`config.mk`:
```
export PLATFORM = sky130hd
export DESIGN_NAME = prom_programmer
export DESIGN_NICKNAME = d
export VERILOG_FILES = /design/src/rtl/prom_programmer.sv
export SDC_FILE = /design/constraint.sdc
export NUM_CORES = 1
export LEC_CHECK = 0
export BUFFER_PORTS_ARGS = -buffer_cell sky130_fd_sc_hd__buf_4
export CORE_ASPECT_RATIO = 0.9
export CORE_MARGIN = 5
export CORE_UTILIZATION = 51
export DETAILED_ROUTE_END_ITERATION = 7
export GPL_TIMING_DRIVEN = 0
export PLACE_DENSITY = 0.74
export RECOVER_POWER = 50
export SETUP_SLACK_MARGIN = 0.4
export SKIP_LAST_GASP = 1
export SYNTH_ARGS = -nofsm -noshare
export SYNTH_HDL_FRONTEND = slang
export SYNTH_SLANG_ARGS = --single-unit
```
`constraint.sdc`:
```
create_clock -name clk -period 3.65 [get_ports clk]
set_clock_uncertainty 0.2 [all_clocks]
set_input_delay 0.1825 -clock clk [delete_from_list [all_inputs] [get_ports clk]]
set_output_delay 0.1825 -clock clk [all_outputs]
set_load 0.05 [all_outputs]
```
`src/rtl/prom_programmer.sv`:
```
// prom_programmer: serial loader for a DEPTH x OUT_W OR-plane.
// Loads the plane bit by bit, checks it against a host XOR checksum,
// then serves registered lookups (A, en -> F) like the fixed PROM.
module prom_programmer #(
    parameter int ADDR_W = 2,
    parameter int OUT_W  = 2
) (
    input  logic              clk,
    input  logic              rst,
    input  logic              prog_start,
    input  logic              prog_valid,
    input  logic              prog_bit,
    input  logic [OUT_W-1:0]  chk_in,
    input  logic [ADDR_W-1:0] A,
    input  logic              en,
    output logic [OUT_W-1:0]  F,
    output logic              busy,
    output logic              ready,
    output logic              err
);

    localparam int unsigned DEPTH = 2 ** ADDR_W;
    localparam int          BIT_W = (OUT_W > 1) ? $clog2(OUT_W) : 1;

    localparam logic [BIT_W-1:0]  BIT_LAST  = BIT_W'(OUT_W - 1);
    localparam logic [ADDR_W-1:0] WORD_LAST = ADDR_W'(DEPTH - 1);

    localparam logic [1:0] IDLE   = 2'd0;
    localparam logic [1:0] LOAD   = 2'd1;
    localparam logic [1:0] VERIFY = 2'd2;
    localparam logic [1:0] READY  = 2'd3;

    logic [1:0]        state;
    logic [ADDR_W-1:0] word_cnt;
    logic [BIT_W-1:0]  bit_cnt;
    logic [OUT_W-1:0]  acc;
    logic              verify_done;
    logic [OUT_W-1:0]  mem [DEPTH];

    // Programming FSM: load, checksum walk, compare; prog_start overrides any state
    always_ff @(posedge clk) begin
        if (rst) begin
            state       <= IDLE;
            word_cnt    <= '0;
            bit_cnt     <= '0;
            acc         <= '0;
            verify_done <= 1'b0;
            err         <= 1'b0;
            for (int unsigned i = 0; i < DEPTH; i++) begin
                mem[i] <= '0;
            end
        end else if (prog_start) begin
            state       <= LOAD;
            word_cnt    <= '0;
            bit_cnt     <= '0;
            acc         <= '0;
            verify_done <= 1'b0;
            err         <= 1'b0;
        end else begin
            case (state)
                LOAD: begin
                    if (prog_valid) begin
                        mem[word_cnt][bit_cnt] <= prog_bit;
                        if (bit_cnt == BIT_LAST) begin
                            bit_cnt  <= '0;
                            word_cnt <= word_cnt + 1'b1;
                            if (word_cnt == WORD_LAST) begin
                                state       <= VERIFY;
                                word_cnt    <= '0;
                                acc         <= '0;
                                verify_done <= 1'b0;
                            end
                        end else begin
                            bit_cnt <= bit_cnt + 1'b1;
                        end
                    end
                end
                VERIFY: begin
                    // DEPTH accumulate cycles, then one compare cycle
                    if (!verify_done) begin
                        acc      <= acc ^ mem[word_cnt];
                        word_cnt <= word_cnt + 1'b1;
                        if (word_cnt == WORD_LAST) begin
                            verify_done <= 1'b1;
                        end
                    end else begin
                        word_cnt    <= '0;
                        verify_done <= 1'b0;
                        if (acc == chk_in) begin
                            state <= READY;
                        end else begin
                            err   <= 1'b1;
                            state <= IDLE;
                        end
                    end
                end
                default: ;
            endcase
        end
    end

    // Registered lookup; a start in READY zeroes F as the FSM leaves READY
    always_ff @(posedge clk) begin
        if (rst) begin
            F <= '0;
        end else if (state == READY && !prog_start && en) begin
            F <= mem[A];
        end else begin
            F <= '0;
        end
    end

    assign busy  = (state == LOAD) || (state == VERIFY);
    assign ready = (state == READY);

endmodule
```
After elaboration in Yosys (flattened, before gate mapping)
Memory sizes are Yosys's and may differ from the RTL's. A register that Yosys moved wholly into a read port is not among the register bits.
Cells that the tools add are included.

cells by class
  divide/modulo/power cells = 0
  bitwise operators = 3
  magnitude comparators = 2
  shift-type cells = 0
  mux-type cells = 38
  multipliers = 0
  add/sub/neg operators = 2
  equal/unequal tests = 14
  reductions and logical operators = 17

operators by type and width
  cell                   count
  $mux W2                19
  $reduce_and A5 Y1      3
  $mux W1                14
  $ne A3 B3 Y1 const B   4
  $pmux W2 S2            3
  $ne A2 B2 Y1 const B   5
  $eq A2 B2 Y1 const B   3
  $reduce_and A3 Y1      2
  $reduce_or A2 Y1       3
  $reduce_and A4 Y1      1
  $logic_and A1 B1 Y1    3
  $reduce_bool A3 Y1     1
  $add A2 B1 Y2 const B  1
  $eq A2 B1 Y1 const B   1
  $eq A2 B2 Y1           1
  $lt A1 B2 Y1 const B   1
  $not A1 Y1             2
  $pmux W1 S2            1
  $reduce_and A2 Y1      1
  $reduce_bool A2 Y1     1
  $xor A2 B2 Y2          1
  $add A1 B1 Y1 const B  1
  $demux W1 S1           1
  $ge A1 B1 Y1 const B   1
  other kinds (2)        2

storage, ports and cells
  memories = 1
  bits in writable memories = 8
  input bits = 10
  output and inout bits = 5
  ROM bits = 0
  bits in latches = 0
  logic and storage cells = 84
  register bits after elaboration = 9

memory list
  name  depth  bits a word  rd ports  clocked after memory_dff  write ports  line  RTL
  mem   4      2            2         2                         4            38    logic [OUT_W-1:0] mem [DEPTH];

Depth between registers and ports, before layout
Gate-level depths: netlist (run 1).

  word-level depth = 7
  depth in mapped cells = 6

Least setup slack after synthesis (run 1)
No wires, ideal clock.

  kind = flip-flop to flip-flop
  start = reg state[0]
  end = mem mem[3][1] (enable)
  period minus slack after synthesis = 1.665 ns
  setup time = 0.292 ns
  cell stages (with the launch flop) = 5
  arrival = 1.173 ns
  slack = 1.985 ns
  path through = dfxtp_1 -> ha_1 -> nand2_1 -> nor2_1 -> a41o_1

RTL lines
  what                    line  RTL
  start, declared         33    logic [1:0] state;
  start signal, assigned  43    state <= IDLE;
  start signal, assigned  53    state <= LOAD;
  start signal, assigned  68    state <= VERIFY;
  end, declared           38

Worst setup path in the final report (run 1)
  start = reg state[0]
  end = out busy

between the ends
  word-level cells in the longest chain between the ends = 2

ends and longest elaborated chain
  what                                          line  RTL
  $eq A2 B1 Y1 or $eq A2 B2 Y1 (tied branches)  113   assign busy = (state == LOAD) || (state == VERIFY);
  $logic_or A1 B1 Y1 (*)                        113
  end, declared                                 17    output logic busy,

Every way passes the cells marked *; elsewhere a longest branch is shown, timed or not.

==> results of run 1 <==
per-layer routing:
metal  vias up  wire, um  global-route usage, %
li1        458         -                      -
met1       475      1100                   23.0
met2        36      1230                   25.3
met3        10       146                   4.18
met4         0        77                   5.88
met5         -         0                      0
synth_stat cells:
master / instances
o31a_1: 1
xnor2_1: 1
dfxtp_1: 13
a21o_2: 2
a2111oi_0: 1
dlymetal6s2s_1: 1
xor2_1: 2
nor4_4: 1
o21a_1: 2
a31oi_1: 1
nand2b_1: 3
ha_1: 4
nor2_1: 12
or2_2: 1
a31o_2: 4
mux2i_1: 6
o21ba_2: 1
a211oi_1: 2
inv_1: 10
o22ai_1: 2
nor3_4: 1
mux4_2: 2
nand3_1: 2
edfxtp_1: 8
nand4_1: 2
and2_1: 2
or2_1: 1
nand3b_1: 1
a41o_1: 1
nor3_1: 6
nor2b_1: 2
buf_6: 3
and3_1: 1
a21oi_1: 5
o211a_1: 1
and4_1: 1
a21o_1: 1
nand2_1: 7
final timing paths:
check	startpoint	to	slack, ps
max	state[0]	busy	1640
max reg2reg	state[0]	mem[3][1]	1740
min reg2reg	err	err	290
min	prog_bit	mem[1][0]	20
where the power goes:
group	switching (mW)	internal, mW
clock network	0.0756	0.0411
registers	0.00330	0.247
logic	0.0244	0.0234
flip-flops by register name (all words and copies together) (netlist names), named ones only:
name and count:
mem 8, state 2, bit_cnt 1, F 2, verify_done 1, acc 2, err 1, word_cnt 2
metrics by stage:
stage                     cell area, sq um  setup WS, ps
final                                 1350          1640
after global routing                  1350          1550
after CTS                             1370          1780
after detailed placement              1330          1810
after global placement                1330          1830
after floorplan                       1190          1980
area by class of cell:
type	count	area [sq um]
plain buffers	4	46.3
clock inverters	1	5.00
repair buffers	16	103
inverters	10	37.5
flip-flops and latches	21	500
multi-input cells	82	603
fillers	204	851
clock buffers	3	22.5
well taps	27	33.8
timing repair:
item | in CTS | in global routing
hold endpoints to repair | 3 | 0
setup endpoints to repair | 0 | 0
hold buffers | 2 | 0
worst max-delay path: stages (launching register included):
cell	delay [ps]
dfxtp_1	410
inv_1	90
ha_1	290
inv_1	60
clkbuf_1	460
cell families (layout without fill, tap and decap cells):
kind of cell    after synthesis  after routing  synth area share [%]
buf+inv                      14             34                  7.06
fa+ha+maj                     4              4                  4.22
compound gates               24             24                  15.3
simple gates                 43             43                  20.2
xor+xnor                      3              3                  2.21
mux                           8              8                  8.85
flops                        21             21                  42.1
==> metrics.txt, run 1 <==
outcome=finished clean; IO Pins=15; Max clock buf depth=2; Worst setup EP type=output pin; Syn. warnings=0; # H-tree levels=1; Final TNS setup=0 ps; cell accounting for the most synthesized area=dfxtp_1; # Post-CTS Setup Buffers=0; worst-path fanout max=4; Mapped Area=1190 sq um; Least-Margin Pin Slew=594 ps; Final Hold Viols=0; fraction of layout cells with a size suffix above 1=19.7%; total track usage=16.8%; commonest non-fill, non-tap cell in the layout=dfxtp_1; initial DRC count=33; Yosys reg bits=21; DP HPWL=1930 um; RSZ-0062 raised after global routing=false; post-DR wirelength/cell=15.5 um; WL final=2550 um; P per Cell Area=307 nW/um^2; Min-Delay Path Depth=3; row cnt=16; post-layout util=61.4%; Antenna Cells=0; top post-synthesis cells by area=dfxtp_1 (22%), edfxtp_1 (20%), mux2i_1 (5.1%); TritonCTS clock tree=yes; syn nets=131; peak supply drop=0.259 mV; fin cells=164; post-synthesis sequential area ratio=42.1%; total number of vias=979; RD Place Congestion=0.885; Yosys cell types=38; worst path required time=3270 ps; Root Buffer=clkbuf_4; Die X-Extent=60.9 um; area added between synthesis and finish=13.8%; clk_lat worst skew=320 ps; die area=3390 sq um; vias in the first global route=939; Antenna Nets Post-Route=0; core area=2200 sq um; first-pass GRT wire length=4270 um; CP startpoint kind=register; Fmax=0.497 GHz; Final #Nets=152; grt total ovfl=0; initial antenna violation count=0; dpl cells=158; largest net degree at the start of global routing=13; synthesized instance count=117; total CTS buffers=3; I/O Buffers=14; Initial Util=53.9%; Pre-antenna DRT Iters=4; Critical Path AT=1630 ps; syn_area_per_cell=10.1 sq um; # setup viols final=0; most frequent cells in the layout=dfxtp_1 (13), nor2_1 (12), inv_1 (10); HP Class=in -> reg; Clock transition at path regs=130 ps; die height=55.8 um; Setup CP Type=reg -> out; WHS=21.5 ps; vias per cell=5.97; Yosys top cell area share=21.9%; Final Critical Period=2010 ps; slew margin rel.=60.6%; max-cap viol count=0; P_leak=0.527 nW; DRC=0; final worst-path cycle share=55.1%; Reg2Reg Depth=4; Slew Viols, Final=0; post-cts sizing count=0; Clock Sink Count=21; Design Power=0.415 mW
Note: power is estimated with default switching activity, not from simulation.
==> run 2, diff against run 1 <==
--- a/config.mk
+++ b/config.mk
@@ -5,13 +5,14 @@
 export SDC_FILE = /design/constraint.sdc
 export NUM_CORES = 1
 export LEC_CHECK = 0
+export ABC_AREA = 1
 export BUFFER_PORTS_ARGS = -buffer_cell sky130_fd_sc_hd__buf_4
 export CORE_ASPECT_RATIO = 0.9
 export CORE_MARGIN = 5
-export CORE_UTILIZATION = 51
+export CORE_UTILIZATION = 50
 export DETAILED_ROUTE_END_ITERATION = 7
 export GPL_TIMING_DRIVEN = 0
-export PLACE_DENSITY = 0.74
+export PLACE_DENSITY = 0.75
 export RECOVER_POWER = 50
 export SETUP_SLACK_MARGIN = 0.4
 export SKIP_LAST_GASP = 1
==> constraint.sdc (replaced) <==
create_clock -name clk -period 1.6 [get_ports clk]
set_clock_uncertainty 0.2 [all_clocks]
set_input_delay 0.08 -clock clk [delete_from_list [all_inputs] [get_ports clk]]
set_output_delay 0.08 -clock clk [all_outputs]
set_load 0.05 [all_outputs]
==> run 2 against run 1 <==
Compared with the run above:
- the run now ends with hold timing, setup timing left
- register-to-register slack got worse by 1800 ps
- count of clock-buffer cells in the layout unchanged
- hold slack got worse by 160 ps
- setup slack got worse by 1700 ps
- sequential power increased by 130%
==> metrics.txt, run 2 <==
Critical Path AT=1500 ps; grt total ovfl=0; DRC=0; Final Critical Period=1670 ps; fraction of layout cells with a size suffix above 1=36.6%; Clock Power Share=25.8%; IO Pins=15; # H-tree levels=1; I/O Buffers=14; most frequent cells in the layout=nand2_1 (34), nor2_1 (20), inv_1 (18); RD Place Congestion=0.913; worst path required time=1430 ps; count leader, synth=nand2_1; Die X-Extent=61.0 um; Slew Viols, Final=0; row cnt=16; synthesized instance count=164; max-cap viol count=0; Clock transition at path regs=130 ps; Fmax=0.598 GHz; P_leak=0.681 nW; switch share=28.8%; largest net degree at the start of global routing=13; vias per cell=5.39; Root Buffer=clkbuf_4; TritonCTS clock tree=yes; internal power=0.735 mW; core area=2200 sq um; sequential share of power=56.1%; commonest non-fill, non-tap cell in the layout=nand2_1; total CTS buffers=3; Main synth FF type=dfxtp_1; Worst setup EP type=register; Setup CP Type=reg -> reg; worst setup margin=-73.0 ps; syn nets=178; Final Hold Viols=12; clk_lat worst skew=310 ps; Yosys cell types=19; Yosys top cell area share=22.3%; CP startpoint kind=register; Antenna Cells=0; die area=3410 sq um; Least-Margin Pin Slew=594 ps; Psw=0.297 mW; dpl ws=-56.9 ps; RSZ-0062 raised after global routing=true; area added between synthesis and finish=40.9%; cell accounting for the most synthesized area=dfxtp_1; first-pass GRT wire length=4720 um; violations in the final reports=hold timing, setup timing; CTS Hold Bufs=4; largest register by flop count=mem; Mapped Area=1170 sq um; Largest register FFs=8; slew margin rel.=60.6%; ys async rst share=0%; initial antenna violation count=0; Clock Sink Count=21; total number of vias=1191; DP HPWL=1870 um; syn_area_per_cell=7.13 sq um; WHS=-142 ps; die height=55.9 um; Design Power=1.03 mW; P per Cell Area=627 nW/um^2; WL final=3200 um; combinational power share=18.1%; final worst-path cycle share=105%; Final #Nets=209; post-synthesis sequential area ratio=42.8%; Max clock buf depth=2; Pre-antenna DRT Iters=4; number of synthesized flops with an enable pin=8; vias in the first global route=1091; post-layout util=74.8%; peak supply drop=0.621 mV; total track usage=18.2%; initial DRC count=99; post-DR wirelength/cell=14.5 um; Yosys reg bits=21; HP Class=in -> reg; Syn. warnings=0; worst-path fanout max=4; most frequent cells after synthesis=nand2_1 (44), inv_1 (24), nor2_1 (23), a21oi_1 (15), dfxtp_1 (13); top post-synthesis cells by area=dfxtp_1 (22%), edfxtp_1 (21%), nand2_1 (14%); # setup viols final=13; outcome=complete, but fails checks; Initial Util=53.1%; Antenna Nets Post-Route=0
run 2: cell types whose count changed in the layout (fill, tap and decap cells not counted), sizes merged, moves of 8 or more:
| cell | before | now |
|---|---|---|
| nand2 | 7 | 46 |
| inv | 10 | 25 |
| nor2 | 12 | 27 |
| a21oi | 5 | 15 |
| nand3 | 2 | 11 |
| o21ai | 0 | 9 |
| buf | 11 | 19 |
run 2: metrics by stage:
stage	cell area, sq um	hold WS [ps]	setup TNS (ps)	instances
global route	1650	-154	-1970	221
finish	1650	-142	-433	221
global placement	1340	165	-66.8	205
CTS	1520	-166	-139	218
detailed placement	1340	181	-242	205
floorplan	1200	28.0	0	164
run 2: final timing paths:
| path | cells after the start | to | startpoint | slack [ps] |
|---|---|---|---|---|
| setup / recovery | 8 | mem[2][0] | state[1] | -70 |
| hold / removal | 4 | state[1] | rst | -140 |
| setup reg to reg | 8 | mem[2][0] | state[1] | -70 |
| hold reg to reg | 2 | err | err | 320 |
run 2: area by class of cell:
| cell class | count | area [sq um] |
|---|---|---|
| Inverter | 27 | 113 |
| Buffer | 1 | 3.75 |
| Sequential cell | 21 | 510 |
| Tap cell | 27 | 33.8 |
| Clock inverter | 1 | 5.00 |
| Clock buffer | 3 | 22.5 |
| Multi-Input combinational cell | 115 | 744 |
| Fill cell | 157 | 556 |
| Timing Repair Buffer | 26 | 214 |
run 2: logic make-up (layout without fill, tap and decap cells):
logic type / after synthesis / count (layout) / share of synthesized area [%]
and+or+nand+nor: 85 / 85 / 31.2
buffers and inverters: 28 / 58 / 8.99
AOI/OAI and AO/OA: 26 / 26 / 12.7
DFF: 21 / 21 / 42.8
adders and majority gates: 4 / 4 / 4.28
run 2: metal layers:
metal  track usage, %  vias up  routed length [um]
met3             4.87       14                 239
met2             29.2       54                1590
met5                0        -                   0
li1                 -      580                   -
met4             4.02        0                  98
met1             24.0      543                1270
run 2: worst max-delay path: stages, from the launching register on:
cell and delay, ps:
dfxtp_4 380, inv_4 60, ha_4 140, nand2_4 70, nor2_4 140, nand2_2 100
nand2_2 90, nand3_1 110, nand2_1 100
run 2: repair_timing:
action / CTS / global route
endpoints found under the hold margin: 13 / 12
gates resized for setup: 27 / 29
setup endpoints to repair: 29 / 32
setup buffers: 5 / 3
pin swaps: 7 / 12
run 2: power groups by stage:
stage          clock network (mW)  logic, mW  registers (mW)
3_5_place_dp                    0      0.133           0.592
2_1_floorplan                   0     0.0904           0.589
6_report                    0.266      0.187           0.579
3_3_place_gp                    0      0.128           0.591
5_1_grt                     0.292      0.202           0.581
4_1_cts                     0.269      0.159           0.578
